--- config.mk ---
export PLATFORM = sky130hd
export DESIGN_NAME = mem_arbiter
export DESIGN_NICKNAME = d
export VERILOG_FILES = /design/src/rtl/mem_arbiter.sv
export SDC_FILE = /design/constraint.sdc
export NUM_CORES = 1
export LEC_CHECK = 0
export ABC_AREA = 1
export CORE_AREA = 2 2 295 297
export DETAILED_ROUTE_END_ITERATION = 10
export DIE_AREA = 0 0 297 299
export PLACE_DENSITY = 0.39
export SLEW_MARGIN = 20
export SYNTH_ARGS = -nofsm -noshare
export SYNTH_HDL_FRONTEND = slang
export SYNTH_SLANG_ARGS = --single-unit
--- constraint.sdc ---
create_clock -name clk -period 3.38 [get_ports clk]
set_input_delay 0.507 -clock clk [delete_from_list [all_inputs] [get_ports clk]]
set_output_delay 0.507 -clock clk [all_outputs]
set_load 0.01 [all_outputs]
--- src/rtl/mem_arbiter.sv ---
// mem_arbiter: shares one backing-memory line port between the I-cache and the D-cache.
//
// One requester owns memory at a time (GRANT_I / GRANT_D). Ownership is decided in IDLE
// from the enables sampled at the clock edge. While a port owns memory:
//   - its strobes, address and write data go straight to memory;
//   - the memory response goes straight back to it.
// A D write-back completion locks the next grant to D, so the refill that follows it
// cannot be split from it by an I access. A saturating counter bounds how many
// consecutive contended D grants the I-port can lose.
//
// Ports:
//   clk, reset                       clock, asynchronous active-high reset
//   in_i_*/out_i_*                   I-cache line read port (read-only)
//   in_d_*/out_d_*                   D-cache line read / write-back port
//   out_mem_*/in_mem_*               backing-memory line port
//   out_grant_i, out_grant_d         current owner of the memory port
//
// Optional build macro MEM_ARB_PERF_EN adds the performance counters
//   out_i_grants, out_d_grants and out_wait_cycles.
// These are free-running and wrap.
module mem_arbiter #(
  parameter int unsigned CACHE_LINE_SIZE = 128,
  parameter int unsigned STARVE_LIMIT    = 4
) (
`ifdef MEM_ARB_PERF_EN
  output logic [31:0]                out_i_grants,
  output logic [31:0]                out_d_grants,
  output logic [31:0]                out_wait_cycles,
`endif
  input  logic                       clk,
  input  logic                       reset,
  input  logic                       in_i_read_en,
  input  logic [31:0]                in_i_addr,
  output logic [CACHE_LINE_SIZE-1:0] out_i_read_data,
  output logic                       out_i_ready,
  input  logic                       in_d_read_en,
  input  logic                       in_d_write_en,
  input  logic [31:0]                in_d_addr,
  input  logic [CACHE_LINE_SIZE-1:0] in_d_write_data,
  output logic [CACHE_LINE_SIZE-1:0] out_d_read_data,
  output logic                       out_d_ready,
  output logic                       out_mem_read_en,
  output logic                       out_mem_write_en,
  output logic [31:0]                out_mem_addr,
  output logic [CACHE_LINE_SIZE-1:0] out_mem_write_data,
  input  logic [CACHE_LINE_SIZE-1:0] in_mem_read_data,
  input  logic                       in_mem_ready,
  output logic                       out_grant_i,
  output logic                       out_grant_d
);

  typedef enum logic [1:0] {StIdle, StGrantI, StGrantD} state_e;

  localparam logic [3:0] StarveLimit = 4'(STARVE_LIMIT);

  state_e     state_q;
  logic [3:0] starve_q;
  logic       d_lock_q;

  logic i_req, d_req;
  logic lock_win, starved;
  logic pick_i, pick_d, starve_inc;

  assign i_req = in_i_read_en;
  assign d_req = in_d_read_en | in_d_write_en;

  // IDLE arbitration decision for the coming edge.
  always_comb begin
    lock_win   = d_lock_q & d_req;
    starved    = (starve_q >= StarveLimit);
    pick_i     = (state_q == StIdle) & i_req & ~lock_win & (~d_req | starved);
    pick_d     = (state_q == StIdle) & d_req & ~pick_i;
    // Only a contended, unlocked D win counts against the I-port.
    starve_inc = pick_d & i_req & ~lock_win;
  end

  always_ff @(posedge clk or posedge reset) begin
    if (reset) begin
      state_q  <= StIdle;
      starve_q <= 4'd0;
      d_lock_q <= 1'b0;
    end else begin
      unique case (state_q)
        StIdle: begin
          if (lock_win || !d_req) begin
            d_lock_q <= 1'b0;
          end
          if (pick_i) begin
            state_q  <= StGrantI;
            starve_q <= 4'd0;
          end else if (pick_d) begin
            state_q <= StGrantD;
            if (starve_inc && (starve_q != 4'd15)) begin
              starve_q <= starve_q + 4'd1;
            end
          end
        end
        StGrantI: begin
          if (in_mem_ready) begin
            state_q <= StIdle;
          end
        end
        StGrantD: begin
          if (in_mem_ready) begin
            state_q  <= StIdle;
            // A finished write-back reserves the next grant for its refill.
            d_lock_q <= in_d_write_en;
          end
        end
        default: state_q <= StIdle;
      endcase
    end
  end

  // Memory port and responses follow the owner combinationally; all zero in IDLE.
  always_comb begin
    out_mem_read_en    = 1'b0;
    out_mem_write_en   = 1'b0;
    out_mem_addr       = 32'd0;
    out_mem_write_data = '0;
    out_i_ready        = 1'b0;
    out_i_read_data    = '0;
    out_d_ready        = 1'b0;
    out_d_read_data    = '0;
    unique case (state_q)
      StGrantI: begin
        out_mem_read_en = in_i_read_en;
        out_mem_addr    = in_i_addr;
        out_i_ready     = in_mem_ready;
        out_i_read_data = in_mem_read_data;
      end
      StGrantD: begin
        out_mem_write_en   = in_d_write_en;
        out_mem_read_en    = in_d_read_en & ~in_d_write_en;
        out_mem_addr       = in_d_addr;
        out_mem_write_data = in_d_write_data;
        out_d_ready        = in_mem_ready;
        out_d_read_data    = in_mem_read_data;
      end
      default: ;
    endcase
  end

  assign out_grant_i = (state_q == StGrantI);
  assign out_grant_d = (state_q == StGrantD);

`ifdef MEM_ARB_PERF_EN
  logic [31:0] i_grants_q, d_grants_q, wait_cycles_q;
  logic        waiting;

  assign waiting = ((state_q == StGrantI) & d_req) | ((state_q == StGrantD) & i_req);

  always_ff @(posedge clk or posedge reset) begin
    if (reset) begin
      i_grants_q    <= 32'd0;
      d_grants_q    <= 32'd0;
      wait_cycles_q <= 32'd0;
    end else begin
      if (pick_i) i_grants_q <= i_grants_q + 32'd1;
      if (pick_d) d_grants_q <= d_grants_q + 32'd1;
      if (waiting) wait_cycles_q <= wait_cycles_q + 32'd1;
    end
  end

  assign out_i_grants    = i_grants_q;
  assign out_d_grants    = d_grants_q;
  assign out_wait_cycles = wait_cycles_q;
`endif

endmodule

Yosys cells after proc, flatten, opt, wreduce, memory -nomap -nowiden --
Cells that the tools add are included.
Cells by class: bitwise gates (word level) 15, muxes and demuxes 18, equality and inequality tests 7, reductions and logical operators 11, add/sub/neg operators 1, magnitude comparators 1
Operators by type and width (count):
- 128-bit 2-to-1 mux | 3
- 32-bit case mux with 2 select lines | 1
- 4-bit 2-to-1 mux | 3
- 1-bit bitwise AND | 9
- 2-bit 2-to-1 mux | 3
- 3-bit AND reduction | 2
- 2-bit nonzero test | 3
- 1-bit 2-to-1 mux | 5
- 4-bit by 1-bit adder with 4-bit output, second input constant | 1
- 4-bit by 3-bit >= comparator with 1-bit output, second input constant | 1
- 2-bit by 1-bit inequality test with 1-bit output, second input constant | 2
- 4-bit inequality test, second input constant | 1
- 1-bit inverter | 4
- 1-bit case mux with 2 select lines | 2
- 2-bit case mux with 2 select lines | 1
- 3-bit inequality test, second input constant | 1
- 2-bit by 1-bit == test with 1-bit output, second input constant | 1
- 2-bit == test, second input constant | 1
- 2-bit logical NOT | 1
- 2-bit inequality test, second input constant | 1
- 1-bit bitwise OR | 2
- 2-bit AND reduction | 1
- 2-bit OR reduction | 1
- 1-bit logical AND | 1
- other kinds (2) | 2
Storage, ports and cells: flip-flop bits (word level) 7, logic and storage cells 56, input port bits 326

Longest topological paths before layout --
word-level depth 13, mapped depth 9, gate-level depth less buffers 9

Least setup slack after synthesis --
OpenSTA, ideal clock, no wires.
path type flip-flop to output port, from register state_q[0], to output out_mem_addr[10], data required time 2873 ps, slack 1540 ps, cell stages (with the launch flop) 7, arrival 1333 ps, buffers on the path 2, cell sequence dfrtp_1 -> inv_1 -> ha_1 -> buf_2 -> buf_2 -> nand2_1 -> a21oi_1
Between the ends: cells in the longest elaborated chain, start to end 2, elaborated cells on any way between the ends 3, those cells by class eq/ne: 2; mux: 1
RTL lines:
- start, declared | line 56 | state_e state_q;
- start signal, assigned | line 79 | state_q <= StIdle;
- start signal, assigned | line 89 | state_q <= StGrantI;
- start signal, assigned | line 92 | state_q <= StGrantD;
- 2-bit == test
- via out_grant_d | line 49 | output logic out_grant_d
- 32-bit case mux with 2 select lines | line 125 | unique case (state_q)
- end, declared | line 44 | output logic [31:0] out_mem_addr,
The timed path passes the listed nets, and every way through them passes these cells.

Final worst setup path --
from register state_q[0], to output out_mem_addr[11]
Between the ends: cells in the longest elaborated chain, start to end 2, elaborated cells on any way between the ends 3, those cells by class eq/ne: 2; mux: 1
RTL lines (line):
- 2-bit == test / 2-bit by 1-bit == test with 1-bit output (equally long branches) | 125
- 32-bit case mux with 2 select lines (*) | 125
Every way passes the cells marked *; elsewhere a longest branch is shown, timed or not.

==> run metrics <==
status=finished, final reports clean; vias in the first global route=7,711; Hold Fails Final Rpt=0; Net Count, Synth=1,312; clock-pin slew on the worst setup and hold paths=40 ps; Unique masters post-synth=16; register area=175.2 um^2; critical path depth=6; Final Hold Slack=486.5 ps; R2R cell count=8; worst skew pair latency=230 ps; share of async-settable or async-resettable flops after synthesis=1.000; Mapped Cells=982; Final Core Density=0.1517; Vias=7,962; Crit Reg-Reg Startpoint=state_q[0]; NumNets Final=2,038; drt pass-1 iters=4; filler cell count=10,090; grt ovf=0; ys flop type=dfrtp_1; total power=6.795 mW; Max-Cap Viols=0; worst path bufs/invs=3; CP cell instances=inv_1, ha_4, buf_4, nand2_1, a21oi_1, clkdlybuf4s50_1; H-tree depth=1; DRC Markers=0; most frequent cells after synthesis=nand2_1 (468), inv_1 (399), buf_2 (42), a21oi_1 (34), buf_4 (8); DP Worst Slack=744.2 ps; share of post-route cells with drive strength above 1=0.02460; first-pass GRT wire length=59.59 mm; DIE WIDTH=297 um; skew final=0.7098 ps; dpl cell area=12,950 um^2; Hold Crit Start=starve_q[1]; Post-Syn Area=4016 um^2; core area=85,940 um^2; Fmax achieved=0.3508 GHz; Ports=748; Slew @ Worst Pin=433.6 ps; syn_area_per_cell=4.090 um^2; post-route ant nets=0; synth top area cells=nand2_1 (44%), inv_1 (37%), buf_2 (5.2%); Area Growth Syn to Fin=224.6%; number of DRC markers in iteration 0=330; Cell Count Post-Placement=2,858; worst-path fanout max=24; PostCTS Resize Cnt=0; worst setup margin=529.2 ps; CTS sink count=7; max-slew violations=0; Peak VDD IR=262.7 uV; Inserted Clock Buffers=3; CP delay by family, top=buffers and inverters; gr usage total=0.09437; Post-synth EDFFs=0; max incr delay on CP=620 ps; Avg Vias per Cell=2.780; die area=88,800 um^2; CTS max path bufs=2; Rows=108; largest net degree at the start of global routing=79; power per cell area=521.2 nW/um^2; DP HPWL=40.81 mm; crit path DAT=2340 ps; flop2flop setup slack=1520 ps; Seq/Total Area, Yosys=0.04361; Crit. End Element=output pin; initial antenna violation count=16; Worst Path Class, Setup=reg2out; Hold WC Path Type=reg2reg; yosys warns=0; Layout Cells excl Fill=2,864; Worst Hold Path EP=starve_q[1]; drt total wl=45.10 mm; initial core utilization=0.04673; Slew HR=0.7100; RSZ-0062 raised after global routing=false; post-detailed-route wirelength per cell=15.75 um; CP startpoint kind=register; area fraction of the dominant cell type after synthesis=0.4374; minimum clock period after layout=2851 ps; LEAKAGE=7.331 nW; GPL Wtd Cong=0.8817; cell with the most instances after synthesis=nand2_1; Die Height=299 um; port bufs=747; multi-input logic area=2083 um^2; critical path's slowest cell=clkdlybuf4s50_1; Finished Cell Area=13,040 um^2; Critical Path RT=2870 ps; #FFs+latches synth=7; CTS tree=done; final setup vio count=0; number of setup buffers added after CTS=0; fin crit share=0.8434; Worst R2R End=state_q[1]; hold buffers post-CTS=0; Root Driver=clkbuf_16; Final TNS setup=0 ps; Hold Crit Depth=2; post-synth top area cell=nand2_1
-- area by class of cell --
type	count	share of cell area
repair buffers	774	0.5943
multi-input cells	522	0.1598
inverters	400	0.1152
well taps	1155	0.1109
flip-flops and latches	7	0.01344
clock buffers	4	0.006047
diodes	2	0.0003839
-- routing by layer --
layer	global-route usage	wire length (um)
met5	0	117
met4	0.02261	1032
met3	0.03192	4191
met2	0.1705	22080
met1	0.1061	17680
-- cell families after synthesis --
family / share of synthesized area
adders and majority gates: 0.01246
AOI/OAI and AO/OA: 0.04673
DFF: 0.04361
and+or+nand+nor: 0.4533
buffers and inverters: 0.4439
-- placed cells by master (no fill, tap or decap), types with 2 or more instances in the layout --
cell	instances
clkdlybuf4s50_1	739
nand2_1	468
inv_1	399
a21oi_1	34
buf_4	28
dfrtp_1	7
buf_12	7
nand3_1	5
nor2_1	5
clkbuf_16	3
diode_2	2
o21ai_1	2
ha_1	2
ha_4	2
-- worst reg2reg max path, stage by stage (launching register included) --
cell	delay, ps
dfrtp_1	410
inv_1	110
ha_1	310
inv_2	310
buf_4	270
or2_2	150
nand2_1	70
nand2_1	60
nand2_1	50
-- state kept, by name, indices dropped and copies added (netlist names) --
signal	flops
starve_q	4
state_q	2
d_lock_q	1
-- worst max-delay path by stage --
stage / from / to / slack, ps
floorplan: state_q[0] / out_mem_addr[10] / 1540
global placement: state_q[0] / out_mem_read_en / 730
detailed placement: state_q[0] / out_mem_read_en / 740
CTS: state_q[0] / out_mem_read_en / 480
global route: state_q[0] / out_mem_read_en / 380
finish: state_q[0] / out_mem_addr[11] / 530
-- power by group --
group | total (mW) | internal (mW) | leakage, nW | switching, mW
registers | 0.143 | 0.117 | 0.0906 | 0.0255
clock network | 0.206 | 0.157 | 0.0382 | 0.0487
logic | 6.45 | 3.18 | 7.20 | 3.27
Note: power is estimated with default switching activity, not from simulation.
